## src/rtl/cla8_seq_pkg.sv

```systemverilog
// rtl/cla8_seq_pkg.sv - shared constants for the byte-serial CLA adder
// Purpose: FSM state encodings and datapath byte width used by cla8,
//          cla8_seq_adder_if and cla8_seq_adder.
// Ports:   none (package).
package cla8_seq_pkg;

  localparam int BYTE_W = 8;

  localparam logic [1:0] ST_IDLE = 2'b00;
  localparam logic [1:0] ST_RUN  = 2'b01;
  localparam logic [1:0] ST_DONE = 2'b10;

endpackage

```

## src/rtl/cla8_seq_adder_if.sv

```systemverilog
// rtl/cla8_seq_adder_if.sv - host handshake/operand bus for cla8_seq_adder
// Purpose: groups start/operand inputs and busy/done/result outputs.
//          Optional ovf signal present when CLA8_SEQ_ADDER_OVF_EN is defined.
// Ports:   start, op_sub, a, b, ci (host -> adder);
//          busy, done, s, co [, ovf] (adder -> host).
//          Modports: master (host side), slave (adder side).
interface cla8_seq_adder_if #(
  parameter int NBYTES = 4
);
  localparam int W = 8 * NBYTES;

  logic         start;
  logic         op_sub;
  logic [W-1:0] a;
  logic [W-1:0] b;
  logic         ci;
  logic         busy;
  logic         done;
  logic [W-1:0] s;
  logic         co;
`ifdef CLA8_SEQ_ADDER_OVF_EN
  logic         ovf;

  modport master (
    output start, op_sub, a, b, ci,
    input  busy, done, s, co, ovf
  );

  modport slave (
    input  start, op_sub, a, b, ci,
    output busy, done, s, co, ovf
  );
`else
  modport master (
    output start, op_sub, a, b, ci,
    input  busy, done, s, co
  );

  modport slave (
    input  start, op_sub, a, b, ci,
    output busy, done, s, co
  );
`endif

endinterface

```

## src/rtl/cla8_seq_adder_cla8.sv

```systemverilog
// rtl/cla8_seq_adder_cla8.sv - 8-bit carry-lookahead adder (cla8)
// Purpose: purely combinational 8-bit adder; every carry is formed directly
//          from generate/propagate terms rather than rippled.
// Ports:   a, b (8-bit addends), ci (carry in) -> s (8-bit sum), co (carry out).
module cla8
  import cla8_seq_pkg::*;
(
  input  logic [BYTE_W-1:0] a,
  input  logic [BYTE_W-1:0] b,
  input  logic              ci,
  output logic [BYTE_W-1:0] s,
  output logic              co
);

  logic [BYTE_W-1:0] g;
  logic [BYTE_W-1:0] p;
  logic [BYTE_W:0]   c;

  assign g = a & b;
  assign p = a ^ b;

  // c[i] = OR over j<i of (g[j] & p[j+1..i-1]) | (ci & p[0..i-1])
  always_comb begin
    logic term;
    c    = '0;
    term = 1'b0;
    c[0] = ci;
    for (int i = 1; i <= BYTE_W; i++) begin
      for (int j = 0; j < i; j++) begin
        term = g[j];
        for (int k = j + 1; k < i; k++) begin
          term = term & p[k];
        end
        c[i] = c[i] | term;
      end
      term = ci;
      for (int k = 0; k < i; k++) begin
        term = term & p[k];
      end
      c[i] = c[i] | term;
    end
  end

  assign s  = p ^ c[BYTE_W-1:0];
  assign co = c[BYTE_W];

endmodule

```

## src/rtl/cla8_seq_adder.sv

```systemverilog
// rtl/cla8_seq_adder.sv - byte-serial NBYTES-wide add/subtract around one cla8
// Purpose: accepts a start in IDLE, then feeds one operand byte per clock
//          (LSB first) through a single cla8, chaining the carry through a
//          register, and pulses done for one cycle when the result is ready.
//          Define CLA8_SEQ_ADDER_OVF_EN to add the signed-overflow flag (ovf).
// Ports:   clk   - rising-edge clock
//          reset - asynchronous active-high reset
//          bus   - cla8_seq_adder_if.slave (start/op_sub/a/b/ci in,
//                  busy/done/s/co[/ovf] out)
module cla8_seq_adder
  import cla8_seq_pkg::*;
#(
  parameter int NBYTES = 4
) (
  input logic                 clk,
  input logic                 reset,
  cla8_seq_adder_if.slave     bus
);

  localparam int W  = BYTE_W * NBYTES;
  localparam int CW = $clog2(NBYTES);
  localparam logic [CW-1:0] LAST_CNT = CW'(NBYTES - 1);

  logic [1:0]        state;
  logic [CW-1:0]     cnt;
  logic              carry;
  logic [W-1:0]      a_reg;
  logic [W-1:0]      b_reg;   // already inverted for subtract
  logic [W-1:0]      s_reg;
  logic              co_reg;

  logic [BYTE_W-1:0] a_byte;
  logic [BYTE_W-1:0] b_byte;
  logic [BYTE_W-1:0] sum_byte;
  logic              sum_co;
  logic              last;

  assign a_byte = a_reg[cnt*BYTE_W +: BYTE_W];
  assign b_byte = b_reg[cnt*BYTE_W +: BYTE_W];
  assign last   = (cnt == LAST_CNT);

  cla8 u_cla8 (
    .a  (a_byte),
    .b  (b_byte),
    .ci (carry),
    .s  (sum_byte),
    .co (sum_co)
  );

  always_ff @(posedge clk or posedge reset) begin
    if (reset) begin
      state  <= ST_IDLE;
      cnt    <= '0;
      carry  <= 1'b0;
      a_reg  <= '0;
      b_reg  <= '0;
      s_reg  <= '0;
      co_reg <= 1'b0;
    end else begin
      case (state)
        ST_IDLE: begin
          if (bus.start) begin
            a_reg  <= bus.a;
            b_reg  <= bus.op_sub ? ~bus.b : bus.b;
            // Subtract is a + ~b + 1, so the "+1" enters as the initial carry.
            carry  <= bus.op_sub | bus.ci;
            cnt    <= '0;
            s_reg  <= '0;
            co_reg <= 1'b0;
            state  <= ST_RUN;
          end
        end
        ST_RUN: begin
          s_reg[cnt*BYTE_W +: BYTE_W] <= sum_byte;
          carry <= sum_co;
          if (last) begin
            // Park the counter at 0 so it never steps past NBYTES-1 when
            // NBYTES is not a power of two.
            cnt    <= '0;
            co_reg <= sum_co;
            state  <= ST_DONE;
          end else begin
            cnt <= cnt + 1'b1;
          end
        end
        ST_DONE: begin
          state <= ST_IDLE;
        end
        default: begin
          state <= ST_IDLE;
        end
      endcase
    end
  end

`ifdef CLA8_SEQ_ADDER_OVF_EN
  logic ovf_reg;

  // Signed overflow: operands of equal sign produce a sum of the other sign.
  // Evaluated on the top byte only, using the effective (possibly inverted) B.
  always_ff @(posedge clk or posedge reset) begin
    if (reset) begin
      ovf_reg <= 1'b0;
    end else if (state == ST_IDLE && bus.start) begin
      ovf_reg <= 1'b0;
    end else if (state == ST_RUN && last) begin
      ovf_reg <= (a_byte[BYTE_W-1] == b_byte[BYTE_W-1]) &&
                 (sum_byte[BYTE_W-1] != a_byte[BYTE_W-1]);
    end
  end

  assign bus.ovf = ovf_reg;
`endif

  assign bus.busy = (state == ST_RUN);
  assign bus.done = (state == ST_DONE);
  assign bus.s    = s_reg;
  assign bus.co   = co_reg;

endmodule
```

## src/flat_wrapper.sv

```systemverilog
// flat-port wrapper written by rule: the top's interface ports become plain ports
module cla8_seq_adder_flat import cla8_seq_pkg::*;
#(
  parameter int NBYTES = 4
)
  (clk, reset, bus_start, bus_op_sub, bus_a, bus_b, bus_ci, bus_busy, bus_done, bus_s, bus_co);
  cla8_seq_adder_if #(.NBYTES(NBYTES)) bus_i ();
  input logic clk;
  input logic reset;
  input wire logic [$bits(bus_i.start)-1:0] bus_start;
  input wire logic [$bits(bus_i.op_sub)-1:0] bus_op_sub;
  input wire logic [$bits(bus_i.a)-1:0] bus_a;
  input wire logic [$bits(bus_i.b)-1:0] bus_b;
  input wire logic [$bits(bus_i.ci)-1:0] bus_ci;
  output wire logic [$bits(bus_i.busy)-1:0] bus_busy;
  output wire logic [$bits(bus_i.done)-1:0] bus_done;
  output wire logic [$bits(bus_i.s)-1:0] bus_s;
  output wire logic [$bits(bus_i.co)-1:0] bus_co;
  assign bus_i.start = bus_start;
  assign bus_i.op_sub = bus_op_sub;
  assign bus_i.a = bus_a;
  assign bus_i.b = bus_b;
  assign bus_i.ci = bus_ci;
  assign bus_busy = bus_i.busy;
  assign bus_done = bus_i.done;
  assign bus_s = bus_i.s;
  assign bus_co = bus_i.co;
  cla8_seq_adder #(.NBYTES(NBYTES)) u_core (.clk(clk), .reset(reset), .bus(bus_i));
endmodule
```

## config.mk

```make
export PLATFORM = sky130hd
export DESIGN_NAME = cla8_seq_adder_flat
export DESIGN_NICKNAME = d
export VERILOG_FILES = /design/src/rtl/cla8_seq_pkg.sv /design/src/rtl/cla8_seq_adder_if.sv /design/src/rtl/cla8_seq_adder_cla8.sv /design/src/rtl/cla8_seq_adder.sv /design/src/flat_wrapper.sv
export SDC_FILE = /design/constraint.sdc
export NUM_CORES = 1
export LEC_CHECK = 0
export ABC_AREA = 1
export CAP_MARGIN = 20
export CORE_ASPECT_RATIO = 1.4
export CORE_MARGIN = 5
export CORE_UTILIZATION = 45
export DETAILED_ROUTE_END_ITERATION = 6
export PLACE_DENSITY = 0.7
export SETUP_SLACK_MARGIN = 0.5
export SYNTH_ARGS = -nofsm -noshare
export SYNTH_HDL_FRONTEND = slang
export SYNTH_HIERARCHICAL = 1
export SYNTH_SLANG_ARGS = --single-unit
```

## constraint.sdc

```tcl
create_clock -name clk -period 3.4 [get_ports clk]
set_input_delay 0.68 -clock clk [delete_from_list [all_inputs] [get_ports clk]]
set_output_delay 0.68 -clock clk [all_outputs]
set_load 0.03 [all_outputs]
```

# [After elaboration in Yosys (flattened, before gate mapping)]
# Cells that the tools add are included.
[totals] output_inout_bits=35 ff_bits=102 wordCells=116
[classes] shift=4 n_bitwise=77 n_reduce_logical=6 n_eq_ne=5 mux=15 n_addsub=2
[ops] cell="2-to-1 mux 32 bit" n=2
[ops] cell="case mux 32 bit (2 select lines)" n=1
[ops] cell="variable part select 32 x 6 -> 8 bit" n=2
[ops] cell="bitwise OR 1 bit" n=37
[ops] cell="bitwise AND 1 bit" n=36
[ops] cell="negator 5 -> 34 bit" n=1
[ops] cell="variable shift 8 x 34 -> 32 bit (first input constant)" n=1
[ops] cell="variable part select 8 x 34 -> 32 bit" n=1
[ops] cell="bitwise mux 32 bit" n=1
[ops] cell="inverter 32 bit" n=1
[ops] cell="bitwise XOR 8 bit" n=2
[ops] cell="bitwise AND 8 bit" n=1
[ops] cell="2-to-1 mux 2 bit" n=4
[ops] cell="case mux 2 bit (2 select lines)" n=2
[ops] cell="AND reduction 2 bit" n=3
[ops] cell="equality test 2 bit (second input constant)" n=2
[ops] cell="case mux 1 bit (2 select lines)" n=2
[ops] cell="2-to-1 mux 1 bit" n=3
[ops] cell="AND reduction 3 bit" n=1
[ops] cell="adder 2 x 1 -> 2 bit (second input constant)" n=1
[ops] cell="equality test 2 x 1 -> 1 bit (second input constant)" n=1
[ops] cell="logical NOT 2 bit" n=1
[ops] cell="!= test 2 x 1 -> 1 bit (second input constant)" n=1
[ops] cell="!= test 2 bit (second input constant)" n=1
[ops] cell="nonzero test 2 bit" n=1

# [Depth between registers and ports, before layout]
# Gate-level depths: netlist of the first run.
[logic_depth] word_depth=19 mapped_depth=21 depth_no_buf=19

# [Modules after synthesis]
# Netlist of the first run, hierarchy kept.
[modules_own_cells] mod="cla8_seq_adder" area_each_um2=5099.9 cells_per_inst=636 instances=1
[modules_own_cells] mod="cla8" area_each_um2=476.7 cells_per_inst=74 instances=1

# [Least setup slack after synthesis of the first run]
# Ideal clock, no wire load.
[synth_path] path_kind="register to register" startpoint="reg u_core.cnt[0]" endpoint="reg u_core.s_reg[29] (netlist: u_core/bus.s[29])" setup_ns=0.066 stages_incl_launch_ff=19 path_buffers=2 t_arrival_ns=2.420 slack_ns=0.914 period_less_slack_ns=2.486 cell_sequence="dfrtp_1 inv_1 buf_4 buf_2 nand2_1 o211ai_1 nand2_1 ha_1 ha_1 nand2_2 a31oi_2 nand2_1 nand2_2 a21oi_2 xor2_1 nand2_1 nor2_1 nand2_1 nand2_1"
[synth_between] word_cells_on_any_way=66 classes_between="1 x add/sub; 4 x shift; 2 x mux; 59 x bitwise"
[synth_lines] element="from (decl)" line_no="cla8_seq_adder.sv:25" text="logic [CW-1:0] cnt;"
[synth_lines] element="from (signal assigned)" line_no="cla8_seq_adder.sv:83" text="cnt <= cnt + 1'b1;"
[synth_lines] element="variable part select 32 x 6 -> 8 bit *" line_no="cla8_seq_adder.sv:38" text="assign a_byte = a_reg[cnt*BYTE_W +: BYTE_W];"
[synth_lines] element="via u_core.a_byte[0]" line_no="cla8_seq_adder.sv:32" text="logic [BYTE_W-1:0] a_byte;"
[synth_lines] element="bitwise AND 8 bit" line_no="cla8_seq_adder_cla8.sv:19" text="assign g = a & b;"
[synth_lines] element="bitwise AND 1 bit (4 in a row)" line_no="cla8_seq_adder_cla8.sv:32" text="term = term & p[k];"
[synth_lines] element="bitwise OR 1 bit (4 in a row)" line_no="cla8_seq_adder_cla8.sv:34" text="c[i] = c[i] | term;"
[synth_lines] element="bitwise OR 1 bit *" line_no="cla8_seq_adder_cla8.sv:40" text="c[i] = c[i] | term;"
[synth_lines] element="bitwise XOR 8 bit *" line_no="cla8_seq_adder_cla8.sv:44" text="assign s = p ^ c[BYTE_W-1:0];"
[synth_lines] element="via u_core.sum_byte[5]" line_no="cla8_seq_adder.sv:34" text="logic [BYTE_W-1:0] sum_byte;"
[synth_lines] element="variable part select 8 x 34 -> 32 bit *" line_no="cla8_seq_adder.sv:74" text="s_reg[cnt*BYTE_W +: BYTE_W] <= sum_byte;"
[synth_lines] element="bitwise mux 32 bit *" line_no="cla8_seq_adder.sv:74"
[synth_lines] element="case mux 32 bit (2 select lines) *" line_no="cla8_seq_adder.sv:60" text="case (state)"
[synth_lines] element="to (signal, indexed assignment)" line_no="cla8_seq_adder.sv:74"
[synth_lines] element="to (decl)" line_no="cla8_seq_adder.sv:29" text="logic [W-1:0] s_reg;"
# Mark *: on every way through the listed nets, which the timed path passes. The rest lies on a longest branch.
# A chain may end at the register's enable or synchronous reset.

# [Final worst setup path of the first run]
[layout_path] startpoint="reg u_core.cnt[0]" endpoint="reg u_core.s_reg[5] (netlist: u_core/bus.s[5])"
# The elaborated chain is that of the path after synthesis.

==> metrics.cfg, run 1 <==
[yosys]
ys.warnings.count = 6
synth_top_cell_area_share = 0.4577
syn_area_mm2 = 0.005577
synthCells = 710
synth_seq_area_share = 0.4577
synth_seq_cells = 102
synth_cell_types = 29
syn-num-nets = 795
yosys.area.top_type = dfrtp_1
syn_avg_cell_area_um2 = 7.854
synth_area_leaders = dfrtp_1, nand2_1, xor2_1

[clock_network]
cts_tree = yes
ctsHoldBuffers = 0
h-tree-depth = 3
clkTransAtPathRegs_ps = 60
cts_buffer_depth = 2
cts-root-buf = clkbuf_16
clkSinkCount = 102
cts_buffers = 9
clkLatencyLatePin_ps = 340

[timing]
skew_ps = 7.066
slew_headroom = 0.4383
whs_ps = 477.1
report.final.hold_viol_count = 0
fmax_mhz = 348.8
slew_violations = 0
setup_violations = 0
min_period_over_period = 0.8433
period_needed_ps = 2867
grt_setup_unrepaired = true
fin_tns_setup_ps = 0
worstMarginPinSlew_ps = 842.5

[cells_and_area]
final_cell_mix = nand2_1, clkdlybuf4s50_1, dfrtp_1, nor2_1, inv_1
area_growth_pct = 26.43
fin_cells = 954
layout_commonest_cell = nand2_1
final_nets = 884
drive_gt1_frac = 0.06716
diodes = 0

[global_routing]
first_global_vias = 4832
grt_overflow_total = 0
grt_max_degree = 103
gr-usage-all-layers = 0.1871
grt_antenna_before_repair = 0
grt_pass1_wl_um = 22780

[detailed_routing]
drtAntennaViolNets = 0
wl_per_cell_um = 14.65
drcViolationCount = 0
drt_first_pass_iters = 5
wl_um = 13970
drt_iter0_drc = 275
vias_per_cell = 5.068
via_count = 4835

[place]
placed_cells = 933
gp_congestion = 0.8897
dp_hpwl_um = 10080
numPortBuffers = 103

[critical_path]
cp_cell_sequence = inv_2 > buf_12 > nand2_1 > o211ai_1 > nand2_1 > ha_1 > ha_1 > nand2_2 > a31oi_2 > nand2_1 > nand2_2 > a21oi_2 > xor2_1 > buf_4 > nand4_1 > nand2_1
cp.required_ps = 3680
reg2reg_from = u_core/cnt[0]
reg2reg_slack_ps = 530
startpoint_type = flip-flop
rr_worst_depth = 16
cp.arrival_ps = 3140
worstSetupEndpointType = flip-flop
slowest_stage = dfrtp_2
crit_top_cell = nand2_1
crit_start = u_core/cnt[0]
r2r-end = u_core/bus.s[5]
cp_max_fo = 15
worstSetupPathType = reg -> reg
slowest_delay_ps = 440

[run_status]
outcome = completed

[floorplanning]
die_width_um = 104.1
die-area_mm2 = 0.01475
coreArea_mm2 = 0.01225
fp.dieH_um = 141.7
start_util = 0.4552
io_pins = 104
rows = 48

[worst_hold_path]
hp-class = reg -> reg
holdPathStages = 2
worstHoldEndpoint = u_core/b_reg[25]
hp-start = u_core/b_reg[25]

[power]
power_density_mw_per_mm2 = 1064
ir_worst_vdd_uv = 393.1
leakage_uw = 0.003651

[job]
max_cap_violations = 0

[cells by family (layout without fill, tap and decap cells)]
logic type      after synthesis  in the layout  share of synthesized area
xor+xnor                     38             38                    0.05968
simple gates                422            422                     0.3173
buf+inv                      88            182                    0.07943
fa+ha+maj                    16             16                    0.03724
flops                       102            102                     0.4577
compound gates               44             44                    0.04869
[final cells by class]
class / instances / area (um2)
fill: 1162 / 5201
multi-input combinational: 520 / 2609
sequential: 102 / 2554
timing repair buffer: 115 / 1192
clock buffer: 11 / 252.7
inverter: 51 / 197.7
tap: 150 / 187.7
clock inverter: 5 / 57.56
[worst max-delay path by stage]
| stage | end |
|---|---|
| after global routing | u_core/bus.s[13] |
| final | u_core/bus.s[5] |
| after detailed placement | u_core/bus.s[28] |
| after floorplan | u_core/bus.s[29] |
| after global placement | u_core/bus.s[28] |
| after CTS | u_core/bus.s[13] |
[routing by layer]
layer,up-vias,track usage,share of wire
li1,2393,-,-
met1,2250,0.2190,0.40
met2,153,0.3357,0.53
met3,39,0.03596,0.042
met4,0,0.07572,0.035
met5,-,0,0
[repair_timing]
item | 4_1_cts | 5_1_grt
pin swaps | 0 | 1
setup buffers | 0 | 3
setup endpoints to repair | 4 | 16
cloned | 0 | 2
resized for setup | 2 | 6
[critical path, delay by kind of cell (launching register included)]
family,cells,cell delay (ps)
AO/OA/AOI/OAI,3,460
buffers and inverters,3,480
XOR/XNOR,1,210
flip-flops,1,440
adder cells (fa/ha/maj),2,470
AND/OR/NAND/NOR,7,740
[through the flow]
| stage | instance area (um2) | total power (uW) | setup slack, ps | utilization |
|---|---|---|---|---|
| detailed placement | 6635 | 6141 | 424.5 | 0.5416 |
| finish | 7051 | 7503 | 532.7 | 0.5755 |
| floorplan | 5580 | 5037 | 913.9 | - |
| CTS | 6954 | 7237 | 524.3 | 0.5676 |
| global placement | 6635 | 6055 | 495.7 | 0.5416 |
| global route | 7051 | 8090 | 381.1 | 0.5755 |
[synthesized netlist by cell type]
| library cell | n |
|---|---|
| nand2_1 | 294 |
| dfrtp_1 | 102 |
| nor2_1 | 52 |
| inv_1 | 50 |
| nand3_1 | 47 |
| xor2_1 | 37 |
| buf_2 | 19 |
| o21ai_0 | 19 |
| o211ai_1 | 16 |
| ha_1 | 15 |
| nand4_1 | 15 |
| buf_6 | 9 |
| o21ai_1 | 6 |
| buf_4 | 5 |
| nand3_2 | 4 |
| nand2_2 | 3 |
| nor2_4 | 3 |
| buf_1 | 2 |
| clkbuf_1 | 2 |
| a21oi_1 | 1 |
| a21oi_2 | 1 |
| a31oi_2 | 1 |
| and3_4 | 1 |
| fa_1 | 1 |
| inv_4 | 1 |
| nand2_4 | 1 |
| nor2_2 | 1 |
| nor2_8 | 1 |
| xnor2_1 | 1 |
[power by group]
| group | leakage, uW | switching, uW | internal (uW) |
|---|---|---|---|
| Clock | 0.000155 | 433 | 610 |
| Combinational | 0.00219 | 2820 | 1600 |
| Sequential | 0.00131 | 313 | 1720 |
| Total | 0.00365 | 3570 | 3930 |
(Power assumes the default switching activity.)
==> inputs of run 2 (changes only) <==
Clock period 3.4 ns to 2.4 ns, I/O delays scaled along.
==> metrics.cfg, run 2 (same netlist as run 1, synthesis figures left out) <==
[run_status]
outcome = finished, violations left
failed_checks = setup timing

[floorplanning]
die_width_um = 104.1
fp.dieH_um = 141.7
die-area_mm2 = 0.01475
rows = 48
coreArea_mm2 = 0.01225
io_pins = 104
start_util = 0.4552

[clock_network]
ctsHoldBuffers = 0
clkTransAtPathRegs_ps = 60
clkLatencyLatePin_ps = 340
cts_tree = yes
cts_buffer_depth = 2
cts-root-buf = clkbuf_16
clkSinkCount = 102
h-tree-depth = 3
cts_buffers = 9

[cells_and_area]
drive_gt1_frac = 0.1651
final_cell_mix = nand2_1, dfrtp_1, clkdlybuf4s50_1, nor2_1
layout_commonest_cell = nand2_1
fin_cells = 998
final_nets = 930
postLayoutCellArea_mm2 = 0.007686
diodes = 0
area_growth_pct = 37.83

[critical_path]
worstSetupEndpointType = flip-flop
startpoint_type = flip-flop
cp.required_ps = 2670
worstSetupPathType = reg -> reg
rr_worst_depth = 17
cp.arrival_ps = 2850
cp_max_fo = 13

[timing]
fin_tns_setup_ps = -1849
fin_ws_ps = -183.1
skew_ps = 5.370
period_needed_ps = 2583
grt_setup_unrepaired = true
setup_violations = 22
slew_violations = 0
min_period_over_period = 1.076
slew_headroom = 0.6988
fmax_mhz = 387.1
report.final.hold_viol_count = 0
worstMarginPinSlew_ps = 451.8

[global_routing]
first_global_vias = 5142
grt_pass1_wl_um = 24050
grt_overflow_total = 0
grt_antenna_before_repair = 0
grt_max_degree = 57
gr-usage-all-layers = 0.1969

[detailed_routing]
wl_per_cell_um = 14.76
drt_first_pass_iters = 5
via_count = 5041
wl_um = 14730
drcViolationCount = 0
drt_iter0_drc = 266
vias_per_cell = 5.051
drtAntennaViolNets = 0

[place]
placed_cells = 960
gp_congestion = 0.8594
place_area_mm2 = 0.006899
numPortBuffers = 103
dp_hpwl_um = 10450

[power]
power_density_mw_per_mm2 = 1677
ir_worst_vdd_uv = 983.7
leakage_uw = 0.004020

[job]
max_cap_violations = 0

[worst_hold_path]
hp-class = in -> async

## run 2: changes by cell type in the layout (fill, tap and decap cells not counted), moves of 7 or more
cell | previous run | this run
buf_4 | 6 | 41
clkdlybuf4s50_1 | 102 | 93
nand2_1 | 294 | 282
nand2_2 | 3 | 14
nor2_1 | 51 | 43
nor2_2 | 2 | 9
o21ai_0 | 19 | 12
## run 2: critical path, stage by stage (launching register included)
cell and delay, ps:
dfrtp_2 460, buf_6 170, nor2_1 110, nor2_1 50, o21ai_1 70, nand2_1 100
ha_1 310, ha_2 190, nand2_4 80, a31oi_4 80, nand2_1 80, nand2_2 80
a21oi_2 140, xor2_1 200, nand2_1 110, nor2_2 140, nand2_1 60, nand2_1 70
## run 2: power breakdown
group	switching, uW	internal, uW
sequential	458	2450
combinational	4780	3900
clock	582	721
## run 2: repair_timing
| action | 4_1_cts | 5_1_grt |
|---|---|---|
| endpoints found under the hold margin | 0 | 0 |
| setup buffers | 9 | 10 |
| endpoints found under the setup margin | 36 | 43 |
| cloned | 2 | 3 |
| resized for setup | 30 | 47 |
| pin swaps | 20 | 36 |
## run 2: layout make-up
| class | count | area [um2] |
|---|---|---|
| clock buffers | 13 | 250.2 |
| clock inverters | 1 | 7.507 |
| fillers | 1046 | 4566 |
| inverters | 51 | 205.2 |
| multi-input cells | 520 | 2803 |
| flip-flops and latches | 102 | 2554 |
| well taps | 150 | 187.7 |
| repair buffers | 161 | 1679 |
## run 2: path summary, 6_finish.rpt
check / start / slack, ps / to
setup / recovery: u_core/cnt[0] / -180 / u_core/bus.s[13]
hold / removal: reset / 420 / u_core/bus.s[24]
setup reg to reg: u_core/cnt[0] / -180 / u_core/bus.s[13]
hold reg to reg: u_core/b_reg[29] / 480 / u_core/b_reg[29]
max in group asynchronous: reset / 1420 / u_core/cnt[0]
min in group clk: u_core/b_reg[29] / 480 / u_core/b_reg[29]
## run 2: through the flow
step / worst slack [ps] / hold WS, ps / utilization / total power (uW)
2_1_floorplan: -30.15 / 443.6 / - / 7240
3_3_place_gp: -63.67 / 464.7 / 0.5631 / 9343
3_5_place_dp: -138.6 / 462.6 / 0.5631 / 9505
4_1_cts: -110.8 / 421.2 / 0.6043 / 11790
5_1_grt: -336.1 / 436.5 / 0.6273 / 13820
6_report: -183.1 / 421.5 / 0.6273 / 12890
## run 2: metal layers
| metal | vias to the layer above | share of wire | global-route usage |
|---|---|---|---|
| met3 | 39 | 0.047 | 0.03368 |
| met2 | 161 | 0.54 | 0.3585 |
| met4 | 0 | 0.036 | 0.08458 |
| met1 | 2352 | 0.38 | 0.2264 |
| li1 | 2489 | - | - |
| met5 | - | 0 | 0 |
